File: config.mk
export PLATFORM = sky130hd
export DESIGN_NAME = pwm_multi_ramp_flat
export DESIGN_NICKNAME = d
export VERILOG_FILES = /design/src/rtl/pwm_multi_ramp_if.sv /design/src/rtl/pwm_multi_ramp.sv /design/src/flat_wrapper.sv
export SDC_FILE = /design/constraint.sdc
export NUM_CORES = 1
export LEC_CHECK = 0
export CAP_MARGIN = 20
export CORE_ASPECT_RATIO = 1.75
export CORE_MARGIN = 5
export CORE_UTILIZATION = 30
export DETAILED_ROUTE_END_ITERATION = 16
export PLACE_DENSITY = 0.54
export SLEW_MARGIN = 0
export SYNTH_ARGS = -nofsm -noshare
export SYNTH_HDL_FRONTEND = slang
export SYNTH_SLANG_ARGS = --single-unit
File: constraint.sdc
create_clock -name clk -period 3.07 [get_ports clk]
set_input_delay 0.614 -clock clk [delete_from_list [all_inputs] [get_ports clk]]
set_output_delay 0.614 -clock clk [all_outputs]
set_load 0.01 [all_outputs]
File: src/rtl/pwm_multi_ramp_if.sv
// ---------------------------------------------------------------------------
// pwm_multi_ramp_if
// Bundle between the switch/display side (master) and the multi-channel PWM
// block (slave).
//
// Signals:
//   sel            : channel addressed by switch events (master -> slave)
//   swt_increase   : debounced switch level, rising edge = target +STEP
//   swt_decrease   : debounced switch level, rising edge = target -STEP
//   swt_start_stop : debounced switch level, rising edge = start/stop toggle
//   pwm_out        : one PWM output per channel (slave -> master)
//   running        : 1 per channel whose state is not IDLE
//   duty_sel       : target duty of sel, 0-100
//   duty_act_sel   : actual (ramped) duty of sel, 0-100
//   state_dbg      : 2 bits per channel, raw FSM state
//
// Handshake: there is no valid/ready pair. The switch inputs are levels; the
// slave registers them and acts on a 0->1 transition exactly once, in the
// cycle it is seen. Outputs are free-running registered values.
// ---------------------------------------------------------------------------
interface pwm_multi_ramp_if #(
    parameter int CHANNELS = 4
);
    localparam int SW = (CHANNELS > 1) ? $clog2(CHANNELS) : 1;

    logic [SW-1:0]         sel;
    logic                  swt_increase;
    logic                  swt_decrease;
    logic                  swt_start_stop;
    logic [CHANNELS-1:0]   pwm_out;
    logic [CHANNELS-1:0]   running;
    logic [6:0]            duty_sel;
    logic [6:0]            duty_act_sel;
    logic [2*CHANNELS-1:0] state_dbg;

    modport master (
        output sel, swt_increase, swt_decrease, swt_start_stop,
        input  pwm_out, running, duty_sel, duty_act_sel, state_dbg
    );

    modport slave (
        input  sel, swt_increase, swt_decrease, swt_start_stop,
        output pwm_out, running, duty_sel, duty_act_sel, state_dbg
    );
endinterface

File: src/rtl/pwm_multi_ramp.sv
// ---------------------------------------------------------------------------
// pwm_multi_ramp
// CHANNELS independent PWM outputs sharing one 0..99 period counter. Each
// channel has a target duty edited by inc/dec switch events, and an actual
// duty that ramps 1 % per ramp tick toward the target (soft start) or down
// to 0 (soft stop).
//
// Ports:
//   clk   : system clock
//   rst_n : synchronous active-low reset
//   bus   : pwm_multi_ramp_if.slave (switch levels in, PWM/status out)
//
// Channel FSM state encoding (also on bus.state_dbg, 2 bits per channel):
//   0 IDLE, 1 RAMP_UP, 2 RUN, 3 RAMP_DOWN
// ---------------------------------------------------------------------------
module pwm_multi_ramp #(
    parameter int CHANNELS     = 4,
    parameter int PRESCALE     = 500,
    parameter int RAMP_TICKS   = 5000,
    parameter int STEP         = 10,
    parameter int DEFAULT_DUTY = 50
) (
    input  logic             clk,
    input  logic             rst_n,
    pwm_multi_ramp_if.slave  bus
);
    localparam int PW = (PRESCALE > 1) ? $clog2(PRESCALE) : 1;
    localparam int RW = (RAMP_TICKS > 1) ? $clog2(RAMP_TICKS) : 1;

    typedef enum logic [1:0] {
        S_IDLE      = 2'd0,
        S_RAMP_UP   = 2'd1,
        S_RUN       = 2'd2,
        S_RAMP_DOWN = 2'd3
    } state_t;

    // ---------------- edge detection ----------------
    logic inc_q, dec_q, ss_q;
    logic inc_ev, dec_ev, ss_ev;
    logic sel_ok;

    assign inc_ev = bus.swt_increase   & ~inc_q;
    assign dec_ev = bus.swt_decrease   & ~dec_q;
    assign ss_ev  = bus.swt_start_stop & ~ss_q;
    assign sel_ok = (int'(bus.sel) < CHANNELS);

    // Reset loads the live levels so a switch held through reset is not an event.
    always_ff @(posedge clk) begin
        inc_q <= bus.swt_increase;
        dec_q <= bus.swt_decrease;
        ss_q  <= bus.swt_start_stop;
    end

    // ---------------- shared timebases ----------------
    logic [PW-1:0] pre_cnt;
    logic [RW-1:0] ramp_cnt;
    logic [6:0]    period_cnt;
    logic          pre_tick, ramp_tick, period_wrap;

    assign pre_tick    = (pre_cnt == PW'(PRESCALE - 1));
    assign ramp_tick   = (ramp_cnt == RW'(RAMP_TICKS - 1));
    assign period_wrap = pre_tick && (period_cnt == 7'd99);

    always_ff @(posedge clk) begin
        if (!rst_n) begin
            pre_cnt    <= '0;
            ramp_cnt   <= '0;
            period_cnt <= '0;
        end else begin
            pre_cnt  <= pre_tick  ? '0 : pre_cnt + 1'b1;
            ramp_cnt <= ramp_tick ? '0 : ramp_cnt + 1'b1;
            if (pre_tick) begin
                period_cnt <= period_wrap ? 7'd0 : period_cnt + 7'd1;
            end
        end
    end

    // ---------------- per-channel state ----------------
    state_t              state_q   [CHANNELS];
    state_t              state_d   [CHANNELS];
    logic   [6:0]        target_q  [CHANNELS];
    logic   [6:0]        target_d  [CHANNELS];
    logic   [6:0]        actual_q  [CHANNELS];
    logic   [6:0]        actual_d  [CHANNELS];
    logic   [6:0]        cmp_q     [CHANNELS];
    logic   [CHANNELS-1:0] hit, ss_hit, inc_hit, dec_hit;
    logic   [CHANNELS-1:0] ramp_up_en, ramp_dn_en, idle_clr, running_c;
    logic   [CHANNELS-1:0] pwm_q;
    logic   [6:0]        duty_sel_q, duty_act_q;
    logic   [6:0]        sel_target, sel_actual;

    // Event decode: simultaneous inc and dec cancel each other.
    always_comb begin
        hit     = '0;
        ss_hit  = '0;
        inc_hit = '0;
        dec_hit = '0;
        for (int i = 0; i < CHANNELS; i++) begin
            hit[i]     = sel_ok && (int'(bus.sel) == i);
            ss_hit[i]  = hit[i] && ss_ev;
            inc_hit[i] = hit[i] && inc_ev && !dec_ev;
            dec_hit[i] = hit[i] && dec_ev && !inc_ev;
        end
    end

    // Saturating target arithmetic, editable in every state.
    always_comb begin
        for (int i = 0; i < CHANNELS; i++) begin
            target_d[i] = target_q[i];
            if (inc_hit[i]) begin
                target_d[i] = (target_q[i] > 7'(100 - STEP)) ? 7'd100
                                                            : target_q[i] + 7'(STEP);
            end else if (dec_hit[i]) begin
                target_d[i] = (target_q[i] < 7'(STEP)) ? 7'd0
                                                      : target_q[i] - 7'(STEP);
            end
        end
    end

    // FSM process 1: state register.
    always_ff @(posedge clk) begin
        for (int i = 0; i < CHANNELS; i++) begin
            if (!rst_n) state_q[i] <= S_IDLE;
            else        state_q[i] <= state_d[i];
        end
    end

    // FSM process 2: next state. start/stop has priority over settle checks.
    always_comb begin
        for (int i = 0; i < CHANNELS; i++) begin
            state_d[i] = state_q[i];
            case (state_q[i])
                S_IDLE: begin
                    if (ss_hit[i]) state_d[i] = S_RAMP_UP;
                end
                S_RAMP_UP: begin
                    if (ss_hit[i])                       state_d[i] = S_RAMP_DOWN;
                    else if (actual_q[i] == target_q[i]) state_d[i] = S_RUN;
                end
                S_RUN: begin
                    if (ss_hit[i])                       state_d[i] = S_RAMP_DOWN;
                    else if (actual_q[i] != target_q[i]) state_d[i] = S_RAMP_UP;
                end
                S_RAMP_DOWN: begin
                    if (ss_hit[i])                state_d[i] = S_RAMP_UP;
                    else if (actual_q[i] == 7'd0) state_d[i] = S_IDLE;
                end
                default: state_d[i] = S_IDLE;
            endcase
        end
    end

    // FSM process 3: outputs / datapath controls decoded from state.
    always_comb begin
        ramp_up_en = '0;
        ramp_dn_en = '0;
        idle_clr   = '0;
        running_c  = '0;
        for (int i = 0; i < CHANNELS; i++) begin
            ramp_up_en[i] = (state_q[i] == S_RAMP_UP);
            ramp_dn_en[i] = (state_q[i] == S_RAMP_DOWN);
            idle_clr[i]   = (state_q[i] == S_IDLE);
            running_c[i]  = (state_q[i] != S_IDLE);
        end
    end

    // Actual duty: RAMP_UP tracks the target in either direction.
    always_comb begin
        for (int i = 0; i < CHANNELS; i++) begin
            actual_d[i] = actual_q[i];
            if (idle_clr[i]) begin
                actual_d[i] = 7'd0;
            end else if (ramp_up_en[i] && ramp_tick) begin
                if (actual_q[i] < target_q[i])      actual_d[i] = actual_q[i] + 7'd1;
                else if (actual_q[i] > target_q[i]) actual_d[i] = actual_q[i] - 7'd1;
            end else if (ramp_dn_en[i] && ramp_tick && (actual_q[i] != 7'd0)) begin
                actual_d[i] = actual_q[i] - 7'd1;
            end
        end
    end

    // Selected-channel readback uses next-state values so an event shows on
    // the registered outputs right after the edge that consumed it.
    always_comb begin
        sel_target = 7'd0;
        sel_actual = 7'd0;
        for (int i = 0; i < CHANNELS; i++) begin
            if (hit[i]) begin
                sel_target = target_d[i];
                sel_actual = actual_d[i];
            end
        end
    end

    // Datapath registers. The compare value only reloads at the period wrap
    // so a duty change never produces a truncated or stretched pulse.
    always_ff @(posedge clk) begin
        if (!rst_n) begin
            for (int i = 0; i < CHANNELS; i++) begin
                target_q[i] <= 7'(DEFAULT_DUTY);
                actual_q[i] <= 7'd0;
                cmp_q[i]    <= 7'd0;
            end
            pwm_q      <= '0;
            duty_sel_q <= 7'(DEFAULT_DUTY);
            duty_act_q <= 7'd0;
        end else begin
            for (int i = 0; i < CHANNELS; i++) begin
                target_q[i] <= target_d[i];
                actual_q[i] <= actual_d[i];
                if (period_wrap) cmp_q[i] <= actual_q[i];
                pwm_q[i] <= (period_cnt < cmp_q[i]);
            end
            duty_sel_q <= sel_target;
            duty_act_q <= sel_actual;
        end
    end

    assign bus.pwm_out      = pwm_q;
    assign bus.running      = running_c;
    assign bus.duty_sel     = duty_sel_q;
    assign bus.duty_act_sel = duty_act_q;

    always_comb begin
        bus.state_dbg = '0;
        for (int i = 0; i < CHANNELS; i++) begin
            bus.state_dbg[2*i +: 2] = state_q[i];
        end
    end
endmodule

File: src/flat_wrapper.sv
// flat-port wrapper written by rule: the top's interface ports become plain ports
module pwm_multi_ramp_flat 
#(
    parameter int CHANNELS     = 4,
    parameter int PRESCALE     = 500,
    parameter int RAMP_TICKS   = 5000,
    parameter int STEP         = 10,
    parameter int DEFAULT_DUTY = 50
)
  (clk, rst_n, bus_sel, bus_swt_increase, bus_swt_decrease, bus_swt_start_stop, bus_pwm_out, bus_running, bus_duty_sel, bus_duty_act_sel, bus_state_dbg);
  pwm_multi_ramp_if #(.CHANNELS(CHANNELS)) bus_i ();
  input  logic clk;
  input  logic rst_n;
  input wire logic [$bits(bus_i.sel)-1:0] bus_sel;
  input wire logic [$bits(bus_i.swt_increase)-1:0] bus_swt_increase;
  input wire logic [$bits(bus_i.swt_decrease)-1:0] bus_swt_decrease;
  input wire logic [$bits(bus_i.swt_start_stop)-1:0] bus_swt_start_stop;
  output wire logic [$bits(bus_i.pwm_out)-1:0] bus_pwm_out;
  output wire logic [$bits(bus_i.running)-1:0] bus_running;
  output wire logic [$bits(bus_i.duty_sel)-1:0] bus_duty_sel;
  output wire logic [$bits(bus_i.duty_act_sel)-1:0] bus_duty_act_sel;
  output wire logic [$bits(bus_i.state_dbg)-1:0] bus_state_dbg;
  assign bus_i.sel = bus_sel;
  assign bus_i.swt_increase = bus_swt_increase;
  assign bus_i.swt_decrease = bus_swt_decrease;
  assign bus_i.swt_start_stop = bus_swt_start_stop;
  assign bus_pwm_out = bus_i.pwm_out;
  assign bus_running = bus_i.running;
  assign bus_duty_sel = bus_i.duty_sel;
  assign bus_duty_act_sel = bus_i.duty_act_sel;
  assign bus_state_dbg = bus_i.state_dbg;
  pwm_multi_ramp #(.CHANNELS(CHANNELS), .PRESCALE(PRESCALE), .RAMP_TICKS(RAMP_TICKS), .STEP(STEP), .DEFAULT_DUTY(DEFAULT_DUTY)) u_core (.clk(clk), .rst_n(rst_n), .bus(bus_i));
endmodule
==> run summary <==
Final worst slack = 0.184 ns
Unique cell type count in the Yosys netlist = 86
Placed cell count = 1544
# H-tree levels = 4
Register area share after synthesis = 34.0%
Post-CTS Hold Buffers = 0
Commonest non-fill, non-tap cell in the layout = dfxtp_1
Vias per cell = 5.36
CP bufs+invs = 2
Ys async rst share = 0%
Die ar. = 0.0343 mm2
Top cell family by delay on the critical path = compound AO/OA/AOI/OAI gates
Max_cap viols = 0
DIE HEIGHT = 241 um
Starting Density = 30.4%
Rows = 84
Slew Limit Fails = 0
Clock buffer count from CTS = 17
RSZ-0062 raised after global routing = no
DRC = 0
Pwr dens = 414 mW/mm2
Final period util = 94.0%
Overall power = 4.60 mW
Root Driver = clkbuf_16
Post-route ant nets = 0
Clock skew = 0.00913 ns
Io pins = 37
Commonest cells after routing, fill and taps aside = 114 x dfxtp_1, 93 x nor2_1, 78 x nand2_1, 76 x buf_4, 74 x ha_1
Initial antenna violation count = 0
Post-synth EDFFs = 28
Clock period minus final worst setup slack = 2.89 ns
Hold Slack = 0.444 ns
Setup slack at placement = -0.111 ns
VDD IR-drop max = 0.000435 V
Reg2reg start = u_core.target_q[0][6]
Maximum clock insertion buffer count = 2
Post-Route WL = 28400 um
Clk_lat worst skew = 0.45 ns
First-pass GRT wire length = 45100 um
Slowest cell on the critical path = a2111oi_0
Type of the worst min-delay path = reg2reg
Hold Crit Start = u_core.pre_cnt[0]
FMAX = 346 MHz
Layout cells sized above 1 = 11.9%
CP cell instances = inv_1 > ha_1 > nand4_1 > or2_2 > o211a_1 > a2111oi_0 > buf_4 > o21ai_1 > a32oi_1 > o2bb2ai_1
Status = finished clean
Worst EP required = 3.37 ns
Total global routing overflow = 0
Area growth, synth to finish = 21.1%
CP Capture Type = flip-flop
PortBufs = 36
Gate Count Post-Synth = 1079
Largest net degree at the start of global routing = 30
Via count = 8446
NumNets Final = 1257
Final GP Congestion = 0.957
Syn. warnings = 0
DRT iter0 DRCs = 428
Width of the die = 142 um
Number of antenna diodes = 0
Slowest cell delay on critical path = 0.42 ns
Synth Area per Inst = 8.51 um2
Max-slew headroom = 29.8%
Worst slew pin tran = 1.04 ns
Global Route Usage Sum = 16.9%
Area of the core = 0.0302 mm2
Clk sinks = 142
Final cell count without fillers = 1576
Leakage = 4.60 nW
Hold Crit Depth = 1
Ys flop type = dfxtp_1
Critical setup path kind = reg2reg
R2R Setup Slk = 0.18 ns
Yosys reg bits = 142
WL/cell = 18.0 um
Setup bufs post-CTS = 0
Endpoints failing hold = 0
Endpoints failing setup = 0
Syn Nets = 1160
Final Core Density = 36.9%
CP max FO = 5
Post-Syn Area = 0.00918 mm2
CTS tree = yes
DRT Pass-1 Iters = 5
Vias in the first global route = 8445
Worst EP arrival = 3.19 ns
DP Wirelength = 22300 um
RR Endpoint = u_core.bus.duty_act_sel[5]
Clock transition at path regs = 0.06 ns
Hold endpoint = u_core.pre_cnt[0]
R2R cell count = 10
Critical Path Source Type = flip-flop
-- per-layer routing --
metal / global-route usage (%) / wire, um
met5: 0 / 0
met4: 10.2 / 1570
met3: 2.71 / 970
met2: 30.4 / 14700
met1: 18.3 / 11200
-- area by class of cell --
class	instances	area, um2
inverters	72	270
clock inverters	8	128
clock buffers	24	504
repair buffers	113	946
flip-flops and latches	142	3120
well taps	387	484
multi-input cells	830	5660
fillers	3110	19000
-- flip-flops by register name, summed over array words and instances (netlist names), 4 cells and up --
register,flops
u_core.actual_q,28
u_core.bus.duty_sel,7
u_core.bus.pwm_out,4
u_core.target_q,28
u_core.pre_cnt,9
u_core.ramp_cnt,13
u_core.cmp_q,28
u_core.bus.duty_act_sel,7
u_core.state_q,8
u_core.period_cnt,7
-- cell usage after synthesis (25+ instances only) --
cell type    n  area, um2
a21o_1      25        188
xnor2_1     28        245
and2_1      35        219
ha_1        74        926
o21ai_0     35        175
a21oi_1     54        270
dfxtp_1    114       2280
nand2_1     78        293
clkbuf_1    34        128
nor2_1      93        349
nor3_1      37        185
edfxtp_1    28        841
nand3_1     42        210
inv_1       70        263
-- worst reg2reg max path, cell delays in order, from the launching register on --
cell	delay (ns)
dfxtp_1	0.41
inv_1	0.11
ha_1	0.32
nand4_1	0.18
or2_2	0.39
o211a_1	0.14
a2111oi_0	0.42
buf_4	0.20
o21ai_1	0.07
a32oi_1	0.34
o2bb2ai_1	0.16
-- logic make-up after synthesis --
kind of cell | after synthesis | share of synthesized area, %
mux | 14 | 1.72
buf+inv | 107 | 4.37
flops | 142 | 34.0
simple gates | 434 | 25.4
xor+xnor | 50 | 4.77
fa+ha+maj | 74 | 10.1
compound gates | 258 | 19.7
-- where the power goes --
part,internal [mW],switching [mW]
Combinational,0.156,0.220
Sequential,1.95,0.0363
Clock,1.40,0.837
-- how the worst max path moves through the flow --
stage / start / end / slack, ns / cells past startpoint
2_1_floorplan: bus_swt_decrease / u_core.bus.duty_sel[3] / 0.58 / 8
3_3_place_gp: bus_sel[1] / u_core.bus.duty_sel[4] / -0.14 / 9
3_5_place_dp: bus_swt_increase / u_core.bus.duty_sel[4] / -0.11 / 9
4_1_cts: u_core.target_q[0][6] / u_core.bus.duty_act_sel[5] / 0.15 / 10
5_1_grt: bus_swt_increase / u_core.bus.duty_sel[4] / 0.05 / 9
6_report: u_core.target_q[0][6] / u_core.bus.duty_act_sel[5] / 0.18 / 10
-- stage by stage --
step,cell area (um2),setup TNS (ns)
after floorplan,9180,0
after global placement,10500,-0.253
after detailed placement,10500,-0.293
after CTS,11100,0
after global routing,11100,0
final,11100,0
-- what timing repair did --
action | 4_1_cts | 5_1_grt
hold endpoints to repair | 0 | 0
setup endpoints to repair | 0 | 3
gates resized for setup | 0 | 2
(Power assumes the default switching activity.)
